===== src/rtl/esp_uart_tx_if.sv =====
// Host-side register interface of the ESP32 UART transmitter.
// Carries the byte write strobe/data, the break request and the FIFO/FSM status flags.
// The host drives through the master modport; the transmitter answers through the slave modport.
interface esp_uart_tx_if;
    logic [7:0] tx_data;
    logic       tx_wr;
    logic       send_break;
    logic       tx_full;
    logic       tx_empty;
    logic       tx_busy;
    logic       tx_overflow;

    modport master (
        output tx_data,
        output tx_wr,
        output send_break,
        input  tx_full,
        input  tx_empty,
        input  tx_busy,
        input  tx_overflow
    );

    modport slave (
        input  tx_data,
        input  tx_wr,
        input  send_break,
        output tx_full,
        output tx_empty,
        output tx_busy,
        output tx_overflow
    );
endinterface


===== src/rtl/esp_uart_tx.sv =====
// esp_uart_tx: FIFO-buffered 8N1 UART transmitter (LSB first) toward the ESP32, with line BREAK generation.
// Latency: a byte written at edge E0 into an idle transmitter drives the start bit from edge E1; frame = 10 bit periods.
// Backpressure: tx_full refuses writes; a write while full is dropped and flagged by a one-cycle tx_overflow.
// Optional: define ESP_UART_TX_CTS_EN to add the uart_cts_n input; new frames then wait for a synchronised CTS.
module esp_uart_tx #(
    parameter int CLKS_PER_BIT    = 4,
    parameter int FIFO_DEPTH_LOG2 = 4
) (
    input  logic         clk,
    input  logic         rst,
    esp_uart_tx_if.slave host,
`ifdef ESP_UART_TX_CTS_EN
    input  logic         uart_cts_n,
`endif
    output logic         uart_txd
);
    localparam int DEPTH = 1 << FIFO_DEPTH_LOG2;
    localparam int CW    = (CLKS_PER_BIT > 1) ? $clog2(CLKS_PER_BIT) : 1;
    localparam int PW    = FIFO_DEPTH_LOG2;

    localparam logic [CW-1:0] BIT_LAST = CW'(CLKS_PER_BIT - 1);
    localparam logic [PW:0]   CNT_FULL = (PW + 1)'(DEPTH);

    // BREAK lasts at least this many bit periods (longer than any legal 10-bit frame).
    localparam logic [3:0] BRK_MIN = 4'd10;

    localparam logic [2:0] ST_IDLE  = 3'd0;
    localparam logic [2:0] ST_START = 3'd1;
    localparam logic [2:0] ST_DATA  = 3'd2;
    localparam logic [2:0] ST_STOP  = 3'd3;
    localparam logic [2:0] ST_BREAK = 3'd4;

    // ------------------------------------------------------------------
    // TX FIFO
    // ------------------------------------------------------------------
    logic [7:0]    mem [DEPTH];
    logic [PW-1:0] wr_ptr;
    logic [PW-1:0] rd_ptr;
    logic [PW:0]   count;
    logic          fifo_full;
    logic          fifo_empty;
    logic          push;
    logic          pop;
    logic          ovf_q;

    // Full is taken from the registered count, so a pop on the same edge never frees room for a write.
    assign fifo_full  = (count == CNT_FULL);
    assign fifo_empty = (count == '0);
    assign push       = host.tx_wr && !fifo_full;

    // Storage array: written only on accepted writes, no reset needed.
    always_ff @(posedge clk) begin
        if (push) begin
            mem[wr_ptr] <= host.tx_data;
        end
    end

    // Pointers wrap modulo depth; count tracks occupancy, unchanged on simultaneous push and pop.
    always_ff @(posedge clk or posedge rst) begin
        if (rst) begin
            wr_ptr <= '0;
            rd_ptr <= '0;
            count  <= '0;
        end else begin
            if (push) begin
                wr_ptr <= wr_ptr + PW'(1);
            end
            if (pop) begin
                rd_ptr <= rd_ptr + PW'(1);
            end
            case ({push, pop})
                2'b10:   count <= count + (PW + 1)'(1);
                2'b01:   count <= count - (PW + 1)'(1);
                default: count <= count;
            endcase
        end
    end

    // One-cycle flag for a write that arrived while the FIFO was full.
    always_ff @(posedge clk or posedge rst) begin
        if (rst) begin
            ovf_q <= 1'b0;
        end else begin
            ovf_q <= host.tx_wr && fifo_full;
        end
    end

    // ------------------------------------------------------------------
    // Clear-to-send gating
    // ------------------------------------------------------------------
    logic cts_ok;

`ifdef ESP_UART_TX_CTS_EN
    logic [1:0] cts_sync;

    // Two-flop synchroniser for the asynchronous CTS line; resets to "not clear".
    always_ff @(posedge clk or posedge rst) begin
        if (rst) begin
            cts_sync <= 2'b11;
        end else begin
            cts_sync <= {cts_sync[0], uart_cts_n};
        end
    end

    assign cts_ok = !cts_sync[1];
`else
    assign cts_ok = 1'b1;
`endif

    // ------------------------------------------------------------------
    // Frame FSM
    // ------------------------------------------------------------------
    logic [2:0]    state;
    logic [2:0]    state_nxt;
    logic [CW-1:0] bit_cnt;
    logic [2:0]    data_idx;
    logic [2:0]    data_idx_nxt;
    logic [7:0]    shift;
    logic [7:0]    shift_nxt;
    logic [3:0]    brk_cnt;
    logic [3:0]    brk_cnt_nxt;
    logic          bit_end;
    logic          frame_go;
    logic          txd_nxt;

    assign bit_end  = (bit_cnt == BIT_LAST);
    assign frame_go = !fifo_empty && cts_ok;

    // Next-state logic; IDLE and the end of STOP share the same break-first, then-next-byte priority.
    always_comb begin
        state_nxt    = state;
        shift_nxt    = shift;
        data_idx_nxt = data_idx;
        brk_cnt_nxt  = brk_cnt;
        pop          = 1'b0;
        case (state)
            ST_IDLE: begin
                if (host.send_break) begin
                    state_nxt   = ST_BREAK;
                    brk_cnt_nxt = 4'd0;
                end else if (frame_go) begin
                    pop       = 1'b1;
                    shift_nxt = mem[rd_ptr];
                    state_nxt = ST_START;
                end
            end
            ST_START: begin
                if (bit_end) begin
                    state_nxt    = ST_DATA;
                    data_idx_nxt = 3'd0;
                end
            end
            ST_DATA: begin
                if (bit_end) begin
                    shift_nxt = {1'b0, shift[7:1]};
                    if (data_idx == 3'd7) begin
                        state_nxt = ST_STOP;
                    end else begin
                        data_idx_nxt = data_idx + 3'd1;
                    end
                end
            end
            ST_STOP: begin
                if (bit_end) begin
                    if (host.send_break) begin
                        state_nxt   = ST_BREAK;
                        brk_cnt_nxt = 4'd0;
                    end else if (frame_go) begin
                        pop       = 1'b1;
                        shift_nxt = mem[rd_ptr];
                        state_nxt = ST_START;
                    end else begin
                        state_nxt = ST_IDLE;
                    end
                end
            end
            ST_BREAK: begin
                if (bit_end) begin
                    if (brk_cnt != BRK_MIN) begin
                        brk_cnt_nxt = brk_cnt + 4'd1;
                    end
                    // The period ending now is the tenth (or later) one: release once the host lets go.
                    if ((brk_cnt >= (BRK_MIN - 4'd1)) && !host.send_break) begin
                        state_nxt = ST_STOP;
                    end
                end
            end
            default: begin
                state_nxt = ST_IDLE;
            end
        endcase
    end

    // Line level for the state being entered, so uart_txd changes on the same edge as the state.
    always_comb begin
        case (state_nxt)
            ST_START: txd_nxt = 1'b0;
            ST_BREAK: txd_nxt = 1'b0;
            ST_DATA:  txd_nxt = shift_nxt[0];
            default:  txd_nxt = 1'b1;
        endcase
    end

    // State, bit timer and datapath registers; the bit timer restarts on every state entry.
    always_ff @(posedge clk or posedge rst) begin
        if (rst) begin
            state    <= ST_IDLE;
            bit_cnt  <= '0;
            data_idx <= 3'd0;
            shift    <= 8'h00;
            brk_cnt  <= 4'd0;
        end else begin
            state    <= state_nxt;
            data_idx <= data_idx_nxt;
            shift    <= shift_nxt;
            brk_cnt  <= brk_cnt_nxt;
            if ((state_nxt != state) || bit_end || (state == ST_IDLE)) begin
                bit_cnt <= '0;
            end else begin
                bit_cnt <= bit_cnt + CW'(1);
            end
        end
    end

    // Registered serial output, idle high; reset pulls the line back to mark immediately.
    always_ff @(posedge clk or posedge rst) begin
        if (rst) begin
            uart_txd <= 1'b1;
        end else begin
            uart_txd <= txd_nxt;
        end
    end

    assign host.tx_full     = fifo_full;
    assign host.tx_empty    = fifo_empty;
    assign host.tx_busy     = (state != ST_IDLE);
    assign host.tx_overflow = ovf_q;

endmodule


===== src/flat_wrapper.sv =====
// flat-port wrapper written by rule: the top's interface ports become plain ports
module esp_uart_tx_flat 
#(
    parameter int CLKS_PER_BIT    = 4,
    parameter int FIFO_DEPTH_LOG2 = 4
)
  (clk, rst, uart_txd, host_tx_data, host_tx_wr, host_send_break, host_tx_full, host_tx_empty, host_tx_busy, host_tx_overflow);
  esp_uart_tx_if host_i ();
  input  logic clk;
  input  logic rst;
  output logic uart_txd;
  input wire logic [$bits(host_i.tx_data)-1:0] host_tx_data;
  input wire logic [$bits(host_i.tx_wr)-1:0] host_tx_wr;
  input wire logic [$bits(host_i.send_break)-1:0] host_send_break;
  output wire logic [$bits(host_i.tx_full)-1:0] host_tx_full;
  output wire logic [$bits(host_i.tx_empty)-1:0] host_tx_empty;
  output wire logic [$bits(host_i.tx_busy)-1:0] host_tx_busy;
  output wire logic [$bits(host_i.tx_overflow)-1:0] host_tx_overflow;
  assign host_i.tx_data = host_tx_data;
  assign host_i.tx_wr = host_tx_wr;
  assign host_i.send_break = host_send_break;
  assign host_tx_full = host_i.tx_full;
  assign host_tx_empty = host_i.tx_empty;
  assign host_tx_busy = host_i.tx_busy;
  assign host_tx_overflow = host_i.tx_overflow;
  esp_uart_tx #(.CLKS_PER_BIT(CLKS_PER_BIT), .FIFO_DEPTH_LOG2(FIFO_DEPTH_LOG2)) u_core (.clk(clk), .rst(rst), .host(host_i), .uart_txd(uart_txd));
endmodule

===== config.mk =====
export PLATFORM = sky130hd
export DESIGN_NAME = esp_uart_tx_flat
export DESIGN_NICKNAME = d
export VERILOG_FILES = /design/src/rtl/esp_uart_tx_if.sv /design/src/rtl/esp_uart_tx.sv /design/src/flat_wrapper.sv
export SDC_FILE = /design/constraint.sdc
export NUM_CORES = 1
export LEC_CHECK = 0
export ABC_CLOCK_PERIOD_IN_PS = 6700
export BUFFER_PORTS_ARGS = -buffer_cell sky130_fd_sc_hd__buf_2
export CORE_MARGIN = 10
export CORE_UTILIZATION = 44
export CTS_BUF_LIST = sky130_fd_sc_hd__clkbuf_4
export DETAILED_ROUTE_END_ITERATION = 16
export PLACE_DENSITY = 0.7
export SETUP_SLACK_MARGIN = 0.5
export SYNTH_ARGS = -nofsm -noshare
export SYNTH_HDL_FRONTEND = slang
export SYNTH_SLANG_ARGS = --single-unit

===== constraint.sdc =====
create_clock -name clk -period 6.7 [get_ports clk]
set_clock_uncertainty 0.1 [all_clocks]
set_input_delay 1.34 -clock clk [delete_from_list [all_inputs] [get_ports clk]]
set_output_delay 1.34 -clock clk [all_outputs]
set_load 0.02 [all_outputs]

[Word level (Yosys, flattened, before mapping)]
Memories as Yosys holds them, arrays and structs flattened.
Cells that the tools add are included.
Cells by class
  magnitude comparators: 1
  muxes and demuxes: 34
  reductions and logical operators: 18
  add/sub/neg operators: 7
  eq/ne operators: 20
Operators by type and width (count)
  3-bit 2-to-1 mux: 12
  8-bit 2-to-1 mux: 4
  8-bit case mux with 3 select lines: 1
  4-bit 2-to-1 mux: 4
  3-bit case mux with 5 select lines: 1
  4-bit by 1-bit adder with 4-bit output (second input constant): 3
  4-bit case mux with 3 select lines: 1
  2-bit by 1-bit inequality test with 1-bit output (second input constant): 5
  5-bit case mux with 2 select lines: 1
  3-bit by 2-bit equality test with 1-bit output (second input constant): 3
  3-bit equality test (second input constant): 3
  3-bit nonzero test: 3
  4-bit AND reduction: 2
  3-bit by 1-bit equality test with 1-bit output (second input constant): 2
  1-bit 2-to-1 mux: 6
  3-bit case mux with 2 select lines: 1
  5-bit by 1-bit adder with 5-bit output (second input constant): 1
  5-bit equality test (second input constant): 1
  5-bit zero test: 1
  5-bit by 1-bit subtractor with 5-bit output (second input constant): 1
  2-bit equality test (second input constant): 2
  4-bit greater-or-equal comparator (second input constant): 1
  4-bit inequality test (second input constant): 1
  1-bit case mux with 2 select lines: 2
  13 further kinds: 18
Storage, ports and cells
  memories: 1
  logic and storage cells: 92
  bits in registers: 35
  bits in writable memories: 128
  output and inout bits: 5
Memories
  u_core.mem: words 16, bits a word 8, read ports 1, clocked after memory_dff 0, wr ports 1, line esp_uart_tx.sv:36  | logic [7:0] mem [DEPTH];

[Depth between registers and ports, before layout]
  depth after elaboration: 9
  mapped depth: 14
  mapped depth without buffers: 13

[Worst setup path before layout]
Ideal clock, no wire load.
  path kind: in2reg
  from: input host_send_break
  to: register u_core.count[4]
  cell stages on the path: 11
  library setup time: 123 ps
  data required time: 6477 ps
  path slack: 3247 ps
  data arrival time: 3229 ps
  cells stage by stage: nor4_1 buf_2 ha_1 inv_1 fa_1 inv_1 a21o_1 a21oi_1 xnor2_1 nor2_1 xnor2_1
Between the ends
  cells in the longest elaborated chain, start to end: 5
  elaborated cells on any way between the ends: 7
  classes of those cells: 2 x eq/ne; 4 x mux; 1 x reduce/logical
Ends and longest elaborated chain
  start: declaration: line flat_wrapper.sv:14  | input wire logic [$bits(host_i.send_break)-1:0] host_send_break;
  1-bit 2-to-1 mux (*): line esp_uart_tx.sv:165  | if (host.send_break) begin
  1-bit 2-to-1 mux: line esp_uart_tx.sv:164  | if (bit_end) begin
  1-bit case mux with 2 select lines (*): line esp_uart_tx.sv:136  | case (state)
  via u_core.pop: line esp_uart_tx.sv:43  | logic pop;
  2-bit by 1-bit equality test with 1-bit output / 2-bit equality test (equally long branches): line esp_uart_tx.sv:71  | case ({push, pop})
  5-bit case mux with 2 select lines / 2-bit nonzero test (equally long branches)
  end signal: assignment: line esp_uart_tx.sv:72  | 2'b10: count <= count + (PW + 1)'(1);
  end signal: assignment: line esp_uart_tx.sv:73  | 2'b01: count <= count - (PW + 1)'(1);
  end signal: assignment: line esp_uart_tx.sv:74  | default: count <= count;
  end: declaration: line esp_uart_tx.sv:39  | logic [PW:0] count;
The timed path passes the listed nets; every way through them passes the cells marked *.
A chain may end at the register's enable or synchronous reset.

[Final worst setup path]
  from: register u_core.count[0]
  to: output host_tx_empty
Between the ends
  cells in the longest elaborated chain, start to end: 1
Ends and longest elaborated chain
  5-bit zero test: line esp_uart_tx.sv:48  | assign fifo_empty = (count == '0);
  end: declaration: line flat_wrapper.sv:16  | output wire logic [$bits(host_i.tx_empty)-1:0] host_tx_empty;
Every way passes these cells.

==> reports/metrics.csv <==
metric;value;unit
status;finished clean;
cts_setup_buffers;0;
grt_pass1_wl;20.80;mm
muxShareOfSynthArea;0.1415;
start_util;0.4534;
worstPathMaxFanout;5;
core;15370;µm²
die_area;21270;µm²
routed_wl;12.95;mm
internal_power;1.978;mW
drive_gt1_frac;0.1905;
p_per_area;392.5;nW/µm²
areaGrowthSynthToFinish;8.169;%
rrSetupSlack;3.51;ns
synthTopCellsByArea;edfxtp_1 55%, dfrtp_1 12%, mux4_2 7.4%;
antenna_cells;0;
p_seq_frac;0.475;
fillerInstances;1270;
drt_iter0_markers;280;
period_minus_slack;3.321;ns
postSynthAreaPerCell;16.92;µm²
cts_root_buf;clkbuf_4;
wl_per_cell;19.86;µm
dr.pass1.iters;4;
dp_slack;3.157;ns
first_global_vias;3747;
cts_buffers;17;
finalSetupTns;0;ns
setup_viol;0;
fin_nets;460;
ys_seq_elements;163;
cts_hold_buf;0;
final_area;7538;µm²
cp-startpoint;u_core.count[0]$_DFFE_PP0P_;
synth.distinct_cells;48;
core.rowCount;45;
syn_area;6969;µm²
synth_enable_flop_cells;128;
dp_hpwl;8.035;mm
switchingPower;0.9806;mW
synth_top_family_by_area;multiplexers;
synth_seq_area_share;0.6774;
switching_share;0.3315;
synth_compound_area_frac;0.04506;
yosys.area_share.adder;0.03160;
cts.clk_slew.worst_paths;0.13;ns
pin_count;17;
finalHoldViolCount;0;
port_buffers;16;
path_class;flop to output pin;
grt_max_degree;37;
yosys.area_share.xor_xnor;0.01759;
post-route-drc-count;0;
worstSetupStartpointType;flop;
syn_inst;412;
max_freq;301.1;MHz
ctsResizeCount;0;
yosysTopAreaCell;edfxtp_1;
holdCritPathClass;flop to flop;
p_clk_frac;0.202;
cp.required;5.26;ns
cp.arrival;1.88;ns
ys.flop_type;edfxtp_1;
cts.sinks;163;
min_from;u_core.bit_cnt[0]$_DFF_PP0_;
fin_crit_sh;0.4956;
rsz0062_at_grt;no;
yosys_warnings;0;
clockBufferDepth;2;
track_usage;0.1262;
worstMarginPinSlew;1.314;ns
cap_violations;0;
worstSkewPairLatency;0.56;ns
peakVddDrop;0.0001899;V
place_area;7251;µm²
synth_top_area_share;0.5515;
synth_nets;441;
vias;3576;
dieWidth;145.9;µm
final_cell_mix;128 x edfxtp_1, 34 x nand2_1, 33 x dfrtp_1, 27 x nor2_1, 23 x mux4_2;
viasPerCell;5.485;
die-height;145.9;µm
r2r_start;u_core.bit_cnt[0]$_DFF_PP0_;
synthSimpleGateAreaFrac;0.06230;
relSlewSlack;0.1175;
setup_ws;3.379;ns
grt-ovfl-total;0;
p_leak;2.694;nW
antenna_found_initial;0;
final_common_cell;edfxtp_1;
place_congestion;0.8093;
cts_tree;done;
end_kind;output pin;
p_comb_frac;0.323;
cts_htree_levels;4;
slew_viol_final;0;
ys_async_sr_fraction;0.2147;
ant_nets;0;
[cell usage after synthesis, types with 5 or more instances]
library cell	count
ha_1	16
xor2_1	5
inv_1	17
dfrtp_1	34
buf_2	5
a21oi_1	5
mux4_2	23
nor2_1	27
xnor2_1	9
mux4_1	15
nand2_1	34
clkbuf_1	9
o21ai_0	7
nor3_1	6
edfxtp_1	128
[through the flow]
| step | std cells | total power, mW | util | hold WS (ns) |
|---|---|---|---|---|
| 2_1_floorplan | 412 | 2.159 | - | 0.3136 |
| 3_3_place_gp | 623 | 2.364 | 0.4717 | 0.3271 |
| 3_5_place_dp | 623 | 2.401 | 0.4717 | 0.3359 |
| 4_1_cts | 652 | 2.996 | 0.4904 | 0.3536 |
| 5_1_grt | 652 | 3.146 | 0.4904 | 0.3629 |
| 6_report | 652 | 2.959 | 0.4904 | 0.3452 |
[cell type report]
class	instances	area [µm²]	share of cell area
clock buffer	18	135.1	0.01793
sequential	163	4722	0.6264
multi-input combinational	211	2083	0.2763
clock inverter	11	152.6	0.02025
tap	211	264.0	0.03502
inverter	17	63.81	0.008465
timing repair buffer	21	117.6	0.01560
[registers in the layout, summed over array words and instances, names as in the netlist]
signal,flops
u_core.bit_cnt,2
u_core.brk_cnt,4
u_core.count,5
u_core.data_idx,3
u_core.host.tx_overflow,1
u_core.mem,128
u_core.rd_ptr,4
u_core.shift,8
u_core.state,3
u_core.uart_txd,1
u_core.wr_ptr,4
[cells by family after synthesis]
logic type,count (synthesis)
xor gates and xnor gates,14
muxes,45
adders and majority gates,17
and+or+nand+nor,92
AOI/OAI and AO/OA,43
DFF,163
buffers and inverters,38
[per-layer routing]
layer	GRT usage	wire, µm	vias to the layer above	part of all wire
met5	0	0	-	0
met4	0.03994	204	0	0.016
met3	0.03881	837	20	0.065
met2	0.2020	6529	107	0.50
met1	0.1605	5380	1807	0.42
li1	-	-	1642	-
[worst paths after layout]
kind                                                           to  cells after the start
worst max-delay path                                host_tx_empty                      3
worst min-delay path                  u_core.bit_cnt[0]$_DFF_PP0_                      1
max in group asynchronous            u_core.rd_ptr[0]$_DFFE_PP0P_                      3
worst max register to register        u_core.count[4]$_DFFE_PP0P_                     14
worst min register to register        u_core.bit_cnt[0]$_DFF_PP0_                      1
min in group asynchronous       u_core.host.tx_overflow$_DFF_PP0_                      3
[critical path, stage by stage (launching register included)]
cell,delay (ns)
dfrtp_1,0.46
nor4_4,0.45
and2_1,0.22
buf_2,0.18
[power groups by stage]
stage	Combinational, mW	Clock [mW]	Sequential [mW]
after detailed placement	0.971	0	1.43
final	0.956	0.598	1.40
after floorplan	0.812	0	1.35
after global placement	0.944	0	1.42
after CTS	0.975	0.615	1.41
after global routing	1.06	0.658	1.43
Power figures use the tool's default switching activity.
